==> src/rtl/lsu_pkg.sv <==
// lsu_pkg: shared definitions for the load/store unit.
//   - funct3 encodings for load/store size and signedness
//   - FSM state type
//   - illegal-access classification helper
package lsu_pkg;

  localparam logic [2:0] LS_B  = 3'b000;
  localparam logic [2:0] LS_H  = 3'b001;
  localparam logic [2:0] LS_W  = 3'b010;
  localparam logic [2:0] LS_BU = 3'b100;
  localparam logic [2:0] LS_HU = 3'b101;

  typedef enum logic [1:0] {
    IDLE = 2'b00,
    REQ  = 2'b01,
    WAIT = 2'b10,
    DONE = 2'b11
  } lsu_state_t;

  // An access is illegal if it is both a read and a write, uses an undefined
  // funct3 for its direction, or is not naturally aligned for its size.
  // funct3[1:0] encodes size for all legal codes (00 byte, 01 half, 10 word).
  function automatic logic is_illegal(input logic       rd,
                                      input logic       wr,
                                      input logic [2:0] f3,
                                      input logic [1:0] off);
    logic bad_f3;
    logic misalign;
    bad_f3   = (rd && (f3 == 3'b011 || f3 == 3'b110 || f3 == 3'b111)) ||
               (wr && !(f3 == LS_B || f3 == LS_H || f3 == LS_W));
    misalign = ((f3[1:0] == 2'b01) && off[0]) ||
               ((f3[1:0] == 2'b10) && (off != 2'b00));
    return (rd && wr) || bad_f3 || misalign;
  endfunction

endpackage

==> src/rtl/lsu_load_extend.sv <==
// load_extend: combinational lane select and sign/zero extension of a bus
// read word.
//   funct3    : load type (LB/LH/LW/LBU/LHU)
//   off       : byte offset within the word
//   bus_rdata : raw 32-bit word from the bus
//   result    : extended 32-bit load value (0 for undefined funct3)
module load_extend
  import lsu_pkg::*;
(
  input  logic [2:0]  funct3,
  input  logic [1:0]  off,
  input  logic [31:0] bus_rdata,
  output logic [31:0] result
);

  logic [7:0]  byte_s;
  logic [15:0] half_s;

  // Select the addressed byte and halfword lanes.
  always_comb begin
    byte_s = 8'h00;
    half_s = 16'h0000;
    case (off)
      2'd0: begin byte_s = bus_rdata[7:0];   half_s = bus_rdata[15:0];  end
      2'd1: begin byte_s = bus_rdata[15:8];  half_s = bus_rdata[23:8];  end
      2'd2: begin byte_s = bus_rdata[23:16]; half_s = bus_rdata[31:16]; end
      // Offset 3 never carries a legal halfword; the upper half is a don't-care.
      2'd3: begin byte_s = bus_rdata[31:24]; half_s = bus_rdata[31:16]; end
      default: begin byte_s = 8'h00; half_s = 16'h0000; end
    endcase
  end

  // Extend the selected lane according to the load type.
  always_comb begin
    result = 32'h0000_0000;
    case (funct3)
      LS_B:    result = {{24{byte_s[7]}}, byte_s};
      LS_H:    result = {{16{half_s[15]}}, half_s};
      LS_W:    result = bus_rdata;
      LS_BU:   result = {24'h00_0000, byte_s};
      LS_HU:   result = {16'h0000, half_s};
      default: result = 32'h0000_0000;
    endcase
  end

endmodule

==> src/rtl/lsu.sv <==
// lsu: load/store unit driving a word-addressed req/gnt/rvalid data bus.
//   core side : mem_read, mem_write, ls_funct3, addr, wdata -> stall, rdata,
//               access_err
//   bus side  : bus_req, bus_we, bus_addr, bus_be, bus_wdata -> bus_gnt,
//               bus_rvalid, bus_rdata
// Illegal accesses are flagged combinationally in IDLE and never reach the bus.
module lsu
  import lsu_pkg::*;
(
  input  logic        clk,
  input  logic        rst,
  input  logic        mem_read,
  input  logic        mem_write,
  input  logic [2:0]  ls_funct3,
  input  logic [31:0] addr,
  input  logic [31:0] wdata,
  output logic        stall,
  output logic [31:0] rdata,
  output logic        access_err,
  output logic        bus_req,
  output logic        bus_we,
  output logic [31:0] bus_addr,
  output logic [3:0]  bus_be,
  output logic [31:0] bus_wdata,
  input  logic        bus_gnt,
  input  logic        bus_rvalid,
  input  logic [31:0] bus_rdata
);

  lsu_state_t  state_r;
  lsu_state_t  state_next_s;
  logic [2:0]  funct3_r;
  logic [1:0]  off_r;
  logic        op_s;
  logic        illegal_s;
  logic        accept_s;
  logic [3:0]  be_s;
  logic [31:0] wd_s;
  logic [31:0] ext_s;

  assign op_s      = mem_read | mem_write;
  assign illegal_s = is_illegal(mem_read, mem_write, ls_funct3, addr[1:0]);

  // Next-state logic and combinational core-side outputs.
  always_comb begin
    state_next_s = state_r;
    accept_s     = 1'b0;
    access_err   = 1'b0;
    case (state_r)
      IDLE: begin
        if (op_s && illegal_s) begin
          access_err = 1'b1;
        end else if (op_s) begin
          accept_s     = 1'b1;
          state_next_s = REQ;
        end else begin
          state_next_s = IDLE;
        end
      end
      REQ: begin
        if (bus_gnt) state_next_s = WAIT;
        else         state_next_s = REQ;
      end
      WAIT: begin
        if (bus_rvalid) state_next_s = DONE;
        else            state_next_s = WAIT;
      end
      DONE:    state_next_s = IDLE;
      default: state_next_s = IDLE;
    endcase
    stall = op_s && (state_r != DONE) && !((state_r == IDLE) && illegal_s);
  end

  // Byte enables and lane-replicated store data for the incoming request.
  always_comb begin
    be_s = 4'b0000;
    wd_s = wdata;
    case (ls_funct3[1:0])
      2'b00: begin be_s = 4'b0001 << addr[1:0]; wd_s = {4{wdata[7:0]}};  end
      2'b01: begin be_s = 4'b0011 << addr[1:0]; wd_s = {2{wdata[15:0]}}; end
      2'b10: begin be_s = 4'b1111;              wd_s = wdata;            end
      default: begin be_s = 4'b0000;            wd_s = wdata;            end
    endcase
  end

  load_extend u_load_extend (
    .funct3    (funct3_r),
    .off       (off_r),
    .bus_rdata (bus_rdata),
    .result    (ext_s)
  );

  // State register, latched request fields and load result.
  always_ff @(posedge clk) begin
    if (rst) begin
      state_r   <= IDLE;
      bus_req   <= 1'b0;
      bus_we    <= 1'b0;
      bus_addr  <= 32'h0000_0000;
      bus_be    <= 4'b0000;
      bus_wdata <= 32'h0000_0000;
      rdata     <= 32'h0000_0000;
      funct3_r  <= 3'b000;
      off_r     <= 2'b00;
    end else begin
      state_r <= state_next_s;
      // Request is high exactly while the FSM sits in REQ.
      bus_req <= (state_next_s == REQ);
      if (accept_s) begin
        bus_addr  <= {addr[31:2], 2'b00};
        bus_we    <= mem_write;
        bus_be    <= be_s;
        bus_wdata <= wd_s;
        funct3_r  <= ls_funct3;
        off_r     <= addr[1:0];
      end
      // A store's rvalid is only an ack; rdata keeps the last load value.
      if ((state_r == WAIT) && bus_rvalid && !bus_we) begin
        rdata <= ext_s;
      end
    end
  end

endmodule

==> config.mk <==
export PLATFORM = sky130hd
export DESIGN_NAME = lsu
export DESIGN_NICKNAME = d
export VERILOG_FILES = /design/src/rtl/lsu_pkg.sv /design/src/rtl/lsu_load_extend.sv /design/src/rtl/lsu.sv
export SDC_FILE = /design/constraint.sdc
export NUM_CORES = 1
export LEC_CHECK = 0
export CAP_MARGIN = 20
export CORE_MARGIN = 2
export CORE_UTILIZATION = 40
export DETAILED_ROUTE_END_ITERATION = 8
export GPL_ROUTABILITY_DRIVEN = 0
export PLACE_DENSITY = 0.8
export SYNTH_ARGS = -nofsm -noshare
export SYNTH_HDL_FRONTEND = slang
export SYNTH_HIERARCHICAL = 1
export SYNTH_SLANG_ARGS = --single-unit
==> constraint.sdc <==
create_clock -name clk -period 5.2 [get_ports clk]
set_clock_uncertainty 0.15 [all_clocks]
set_input_delay 1.04 -clock clk [delete_from_list [all_inputs] [get_ports clk]]
set_output_delay 1.04 -clock clk [all_outputs]
set_load 0.02 [all_outputs]
* Yosys cells after proc, flatten, opt, wreduce, memory -nomap -nowiden
Index checks and enable logic that the tools add are counted.
** Cells by class
- Muxes and demuxes :: 15
- Shift operators :: 2
- Bitwise operators :: 1
- Equal/unequal tests :: 19
- Reduce and logical (&&, ||, !) cells :: 29
** Operator list (count)
- $pmux 32 s5 :: 1
- $pmux 32 s2 :: 1
- $pmux 16 s3 :: 1
- $pmux 8 s4 :: 1
- $eq 3x3->1 const B :: 4
- $pmux 4 s3 :: 1
- $logic_and 1x1->1 :: 11
- $eq 2x2->1 const B :: 5
- $eq 3x2->1 const B :: 3
- $eq 2x1->1 const B :: 4
- $logic_or 1x1->1 :: 8
- $pmux 2 s4 :: 1
- $mux 1 :: 7
- $eq 3x1->1 const B :: 2
- $logic_not 2->1 :: 3
- $logic_not 3->1 :: 2
- $mux 2 :: 2
- $shl 1x2->4 const A :: 1
- $shl 2x2->4 const A :: 1
- $logic_not 1->1 :: 3
- $ne 2x2->1 const B :: 1
- $reduce_bool 2->1 :: 1
- $reduce_or 2->1 :: 1
- $or 1x1->1 :: 1
** Storage, ports and cells
- Logic and storage cells :: 75
- Input bits :: 105
- Output and inout bits :: 104
- Flip-flop bits (word level) :: 107

* Logic depth before layout (Yosys ltp)
Gate-level depths: netlist (run 1).
- Word-level depth :: 12
- Mapped depth :: 8

* Cells and area by module
Netlist (run 1), hierarchy kept.
** By module, submodules not included
- lsu :: times used 1, seq. area each 2142.1 um^2, cells each 548, area each 4391.7 um^2
- load_extend :: times used 1, seq. area each 0.0 um^2, cells each 139, area each 935.9 um^2

* Worst setup path after synthesis (run 1)
OpenSTA, ideal clock, no wires.
- Path type :: input-to-output
- Start :: input port ls_funct3[0]
- End :: output port access_err
- Data required time :: 4010 ps
- Slack :: 1013 ps
- Arrival time :: 2997 ps
- Buffers on the path :: 2
- Stages :: 5
- Path through :: clkbuf_1 nor2_1 a211o_1 buf_2 a2111oi_0
** Between the ends
- Word-level cells in the longest chain between the ends :: 11
- Elaborated cells between the ends (all ways) :: 24
- Those cells by class :: eq/ne: 7; mux: 2; reduce/logical: 15
** Ends and longest elaborated chain
- start, declared :: line lsu.sv:14 : input logic [2:0] ls_funct3,
- $eq 3x1->1 / $logic_not 3->1 (equally long branches) :: line lsu_pkg.sv:30 : (wr && !(f3 == LS_B || f3 == LS_H || f3 == LS_W));
- $logic_or 1x1->1 (2 in series) :: line lsu_pkg.sv:30
- $logic_not 1->1 :: line lsu_pkg.sv:30
- $logic_and 1x1->1 :: line lsu_pkg.sv:30
- $logic_or 1x1->1 :: line lsu_pkg.sv:29 : bad_f3 = (rd && (f3 == 3'b011 || f3 == 3'b110 || f3 == 3'b111)) ||
- $logic_or 1x1->1 :: line lsu_pkg.sv:33 : return (rd && wr) || bad_f3 || misalign;
- $logic_or 1x1->1 (*) :: line lsu_pkg.sv:33
- $logic_and 1x1->1 (*) :: line lsu.sv:51 : if (op_s && illegal_s) begin
- $mux 1 (*) :: line lsu.sv:51
- $mux 1 (*) :: line lsu.sv:49 : case (state_r)
- end, declared :: line lsu.sv:19 : output logic access_err,
Every way passes the cells marked *; elsewhere a longest branch is shown, timed or not.

* Worst setup path after layout (run 1)
Same ends and word-level chain as after synthesis.

==> out/metrics.csv, run 1 <==
metric,value,unit
p_sw,657,uW
hold_path_end,rdata[9],
clock_sinks,107,
insertion_delay,0.36,ns
fmax,0.213,GHz
start_util,40.6,%
dpl.hpwl,11900,microns
whs,0.303,ns
yosys.area_share.simple,21.7,%
die_area,14300,sq um
power_frac_clock,33.7,%
grt_max_degree,73,
antenna_cells,0,
fin_nets,948,
grt_usage,23.8,%
dpl_cell_area,7390,sq um
setup_violations,0,
cp_max_fo,22,
fp.dieW,119,microns
syn_area_per_cell,7.75,sq um
synth_area,5330,sq um
io_pins,209,
slew_viol_final,0,
synth-xor-area-share,0,%
cts_hold_buf,0,
internal-power,1.54,mW
period_minus_slack,4.70,ns
ys_ff_latch,107,
r2r_cells,5,
critPathCaptureType,output pin,
clock_path_buffers,2,
seqPwrFrac,41.1,%
detail_route.first_pass.iterations,5,
drc,0,
cts_tree,done,
placementRows,42,
ys_seq_area_share,40.2,%
worstReg2RegEnd,rdata[23],
grt_pass1_vias,5205,
post_cts_resized,0,
relSlewSlack,35.9,%
start_kind,input port,
portBuffers,206,
power.density,285,nW/um^2
synth_top_family_by_area,compound AO/OA/AOI/OAI gates,
drt_iter0_markers,459,
synthToLayoutAreaGrowth,44.8,%
cap_violations,0,
p_total,2.20,mW
post-route-period-util,90.4,%
worstPathRequired,4.01,ns
combinationalPowerShare,25.2,%
dr_total_vias,5671,
hold_violations,0,
p_leak,2.58,nW
grt_overflow_total,0,
grt_pass1_wl,27200,microns
synth_fa_ha_area_share,0,%
die-height,119,microns
synthMuxAreaShare,4.11,%
ir_drop,181,uV
cts_root_buf,clkbuf_16,
synth_edf_count,0,
r2r-start,funct3_r[0],
cts.htree.levels,3,
tns,0,ns
outcome,"complete, no violations",
drive_gt1_share,5.07,%
routed_wl,17300,microns
path_clk_slew,0.07,ns
vias_per_cell,5.54,
worst_pin_slew,0.961,ns
synthArstFlopShare,0,%
netlist_instances,687,
switching_share,29.9,%
wl_per_cell,16.9,microns
hold_start,rdata[9],
rsz0062_at_grt,no,
crit_type,in -> out,
synth.distinct_cells,48,
r2r_setup_slack,2.80,ns
min_path_type,reg -> reg,
arrival,3.51,ns
final_antenna_net_count,0,
antenna_found_initial,0,
hold_depth,2,
ys_warn_count,6,
ys.flop_type,dfxtp_1,
post_cts_buffers,0,
numCtsBuffers,9,
synth_compound_area_share,27.5,%
design_area,7710,sq um
num-fill-cells,1232,
core_area,13100,sq um
[cell families after synthesis]
| kind of cell | count (synthesis) |
|---|---|
| compound gates | 249 |
| other cells | 1 |
| simple gates | 233 |
| flops | 107 |
| buf+inv | 77 |
| mux | 20 |
[metal layers]
metal / GRT usage [%] / wire [microns]
met2: 37.9 / 8010
met5: 0 / 0
met4: 6.03 / 206
met1: 30.6 / 7320
met3: 8.72 / 1760
[sequential cells by signal, indices dropped and copies added, names as in the netlist]
signal,cells
bus_wdata,32
rdata,32
bus_addr,30
bus_be,4
funct3_r,3
off_r,2
state_r,2
bus_req,1
bus_we,1
[worst max-delay path, stage by stage]
cell	delay, ns
clkdlybuf4s50_1	0.56
buf_4	0.31
nor2_1	0.10
a211o_2	0.30
a2111oi_0	0.41
buf_4	0.19
clkdlybuf4s50_1	0.60
[cell type report]
class,instances,area (sq um),area share [%]
Clock inverter,6,90.1,1.17
Clock buffer,10,229,2.97
Tap cell,176,220,2.85
Inverter,3,11.3,0.146
Timing Repair Buffer,218,2160,28.0
Multi-Input combinational cell,504,2860,37.1
Sequential cell,107,2140,27.8
[placed cells by master (no fill, tap or decap), drive strengths merged, types with 9 or more instances in the layout]
cell type,instances
dfxtp,107
buf,13
clkbuf,10
a31oi,9
o21ai,81
nand3,70
a211oi,12
or3b,9
a21oi,113
mux2i,17
clkdlybuf4s50,205
nand3b,9
nand2b,19
nand2,102
[Yosys cell counts (5+ instances only)]
master | n | share of area (%)
buf_2 | 12 | 1.1
or3b_1 | 7 | 1.2
nor2b_1 | 5 | 0.59
a31oi_1 | 9 | 1.1
nand3b_1 | 9 | 1.3
nand3_1 | 70 | 6.6
buf_4 | 5 | 0.70
clkbuf_1 | 54 | 3.8
nor2_1 | 6 | 0.42
dfxtp_1 | 107 | 40
a211oi_1 | 11 | 1.6
a221oi_1 | 7 | 1.2
o21ai_1 | 18 | 1.7
nand2b_1 | 19 | 2.2
a21oi_1 | 113 | 11
a221o_1 | 7 | 1.3
a311oi_1 | 8 | 1.3
o21ai_0 | 63 | 5.9
mux2i_1 | 17 | 3.2
nand2_1 | 101 | 7.1
[power by group through the flow]
stage                     clock network [mW]  logic [mW]  registers [mW]
after global routing                   0.794       0.598           0.910
after CTS                              0.759       0.554           0.903
after detailed placement                   0       0.552           0.922
final                                  0.741       0.554           0.903
after global placement                     0       0.550           0.919
after floorplan                            0       0.264           0.965
[worst max-delay path by stage]
stage | from | to | slack [ns]
5_1_grt | ls_funct3[0] | access_err | 0.26
2_1_floorplan | ls_funct3[0] | access_err | 1.01
3_3_place_gp | ls_funct3[0] | access_err | 0.54
4_1_cts | ls_funct3[0] | access_err | 0.49
6_report | ls_funct3[0] | access_err | 0.50
3_5_place_dp | ls_funct3[0] | access_err | 0.51
[per-stage QoR]
stage,cells,setup WS (ns),utilization [%]
floorplan,688,1.01,-
global placement,1007,0.537,56.2
detailed placement,1008,0.511,56.3
CTS,1024,0.489,58.7
global route,1024,0.260,58.7
finish,1024,0.502,58.7
Note: power is estimated with default switching activity, not from simulation.
==> run 2: changes to the inputs <==
--- a/config.mk
+++ b/config.mk
@@ -9,7 +9,7 @@
 export CORE_MARGIN = 2
 export CORE_UTILIZATION = 40
 export DETAILED_ROUTE_END_ITERATION = 8
-export GPL_ROUTABILITY_DRIVEN = 0
+export GPL_ROUTABILITY_DRIVEN = 1
 export PLACE_DENSITY = 0.8
 export SYNTH_ARGS = -nofsm -noshare
 export SYNTH_HDL_FRONTEND = slang
==> constraint.sdc (replaced) <==
create_clock -name clk -period 5.25 [get_ports clk]
set_clock_uncertainty 0.15 [all_clocks]
set_input_delay 1.05 -clock clk [delete_from_list [all_inputs] [get_ports clk]]
set_output_delay 1.05 -clock clk [all_outputs]
set_load 0.02 [all_outputs]
==> run 2 against run 1 <==
Sequential power fell by 1%. Non-clock buffer count rose by 1. First-iteration DRC count rose by 6.8%. Sequential cell count did not move. Cell area rose by 0.24%. Power fell by 1.3%. Global-route usage rose by 0.53 points. Clock power fell by 3%. Routed wire length rose by 1.9%.
==> out/metrics.csv, run 2 (synthesis results as in run 1) <==
metric,value,unit,change
grt_max_degree,76,,+4.1%
multi_input_area,2860,sq um,unchanged
pre_cts_ws,0.379,ns,-0.133 ns
vias_per_cell,5.53,,-0.12%
numCtsBuffers,9,,unchanged
dpl.hpwl,12000,microns,+1.2%
wl_per_cell,17.2,microns,+1.8%
place.gp.congestion,0.852,,
final_common_cell,clkdlybuf4s50_1,,
cts_tree,done,,
start_util,40.6,%,unchanged
setup_violations,0,,unchanged
ir_drop,151,uV,-17%
design_area,7730,sq um,+0.24%
tns,0,ns,unchanged
utilization,58.9,%,+0.14 points
use_met2,38.8,%,+0.90 points
dp.cells,1008,,unchanged
arrival,3.69,ns,+0.18 ns
cap_violations,0,,unchanged
fmax,0.204,GHz,
io_pins,209,,unchanged
detail_route.first_pass.iterations,5,,unchanged
insertion_delay,0.36,ns,about the same
die_area,14300,sq um,unchanged
slew_viol_final,0,,unchanged
setup_ws,0.359,ns,-0.143 ns
synthToLayoutAreaGrowth,45.1,%,
drive_gt1_share,5.30,%,+0.23 points
outcome,"complete, no violations",,
grt_overflow_total,0,,unchanged
fin_nets,949,,+0.11%
num-fill-cells,1208,,-1.9%
dr_total_vias,5670,,-0.018%
cp_max_fo,38,,+73%
grt_pass1_wl,27800,microns,+2.0%
final_antenna_net_count,0,,unchanged
grt-busiest-layer,met2,,
period_minus_slack,4.89,ns,
core_area,13100,sq um,unchanged
cts_root_buf,clkbuf_16,,
grtUsageMet1,30.8,%,+0.24 points
whs,0.306,ns,+0.00291 ns
clock_path_buffers,2,,unchanged
grt_usage,24.3,%,+0.53 points
relSlewSlack,36.9,%,+1.1 points
path_clk_slew,0.07,ns,about the same
drt_iter0_markers,490,,+6.8%
p_leak,2.61,nW,+1.1%
antenna_cells,0,,unchanged
worstPathRequired,4.05,ns,+0.04 ns
routed_wl,17600,microns,+1.9%
fp.dieW,119,microns,unchanged
post-route-period-util,93.2,%,
dpl_cell_area,7410,sq um,+0.17%
post_cts_resized,0,,unchanged
p_total,2.17,mW,-1.3%
cts_hold_buf,0,,unchanged
placementRows,42,,unchanged
grt_use_met3,7.38,%,-1.3 points
reg.largest.list,"bus_wdata: 32 flops, rdata: 32 flops, bus_addr: 30 flops",,
final_cells,1025,,+0.098%
most-common-layout-cells,"clkdlybuf4s50_1, a21oi_1, dfxtp_1",,
drc,0,,unchanged
crit_type,in -> out,,
min_path_type,reg -> reg,,
portBuffers,206,,unchanged
hold_violations,0,,unchanged
clock_sinks,107,,unchanged
rsz0062_at_grt,no,,
critPathCaptureType,output pin,,
die-height,119,microns,unchanged
grt_pass1_vias,5271,,+1.3%
antenna_found_initial,0,,unchanged
cts.htree.levels,3,,unchanged
post_cts_buffers,0,,unchanged
power.density,281,nW/um^2,-1.5%
worst_pin_slew,0.945,ns,-0.0158 ns
start_kind,input port,,
ff_latch_area,2140,sq um,unchanged
run 2: cell types whose count changed in the layout (fill, tap and decap cells not counted):
| cell | before | now |
|---|---|---|
| clkinvlp_4 | 4 | 0 |
| clkbuf_8 | 0 | 2 |
| clkinv_2 | 0 | 2 |
| inv_6 | 0 | 2 |
| buf_16 | 0 | 1 |
| bufinv_16 | 2 | 1 |
| clkbuf_1 | 1 | 0 |
run 2: worst paths after layout:
path                                    from            end  slack (ns)  depth (start not counted)
worst min register to register     rdata[12]      rdata[12]        0.31                          2
worst max-delay path            ls_funct3[1]     access_err        0.36                          7
worst min-delay path               rdata[12]      rdata[12]        0.31                          2
worst max register to register    state_r[1]  bus_wdata[10]        2.74                          3
run 2: worst max-delay path, stage by stage:
cell	delay, ns
clkdlybuf4s50_1	0.58
buf_4	0.40
nor2_1	0.10
a211o_2	0.30
a2111oi_0	0.45
buf_4	0.19
clkdlybuf4s50_1	0.60
run 2: layer usage:
layer  vias to the layer above  wire length [microns]
li1                       2770                      -
met1                      2644                   7490
met2                       230                   8080
met3                        26                   1660
met4                         0                    407
met5                         -                      0
run 2: area by class of cell:
cell class	count	area share [%]
Multi-Input combinational cell	504	37.0
Timing Repair Buffer	219	28.3
Sequential cell	107	27.7
Clock buffer	11	3.27
Tap cell	176	2.85
Clock inverter	5	0.744
Inverter	3	0.146
run 2: power breakdown:
part	internal (mW)	switching (mW)	total, mW
Clock	0.398	0.324	0.722
Combinational	0.251	0.303	0.554
Sequential	0.860	0.0342	0.894
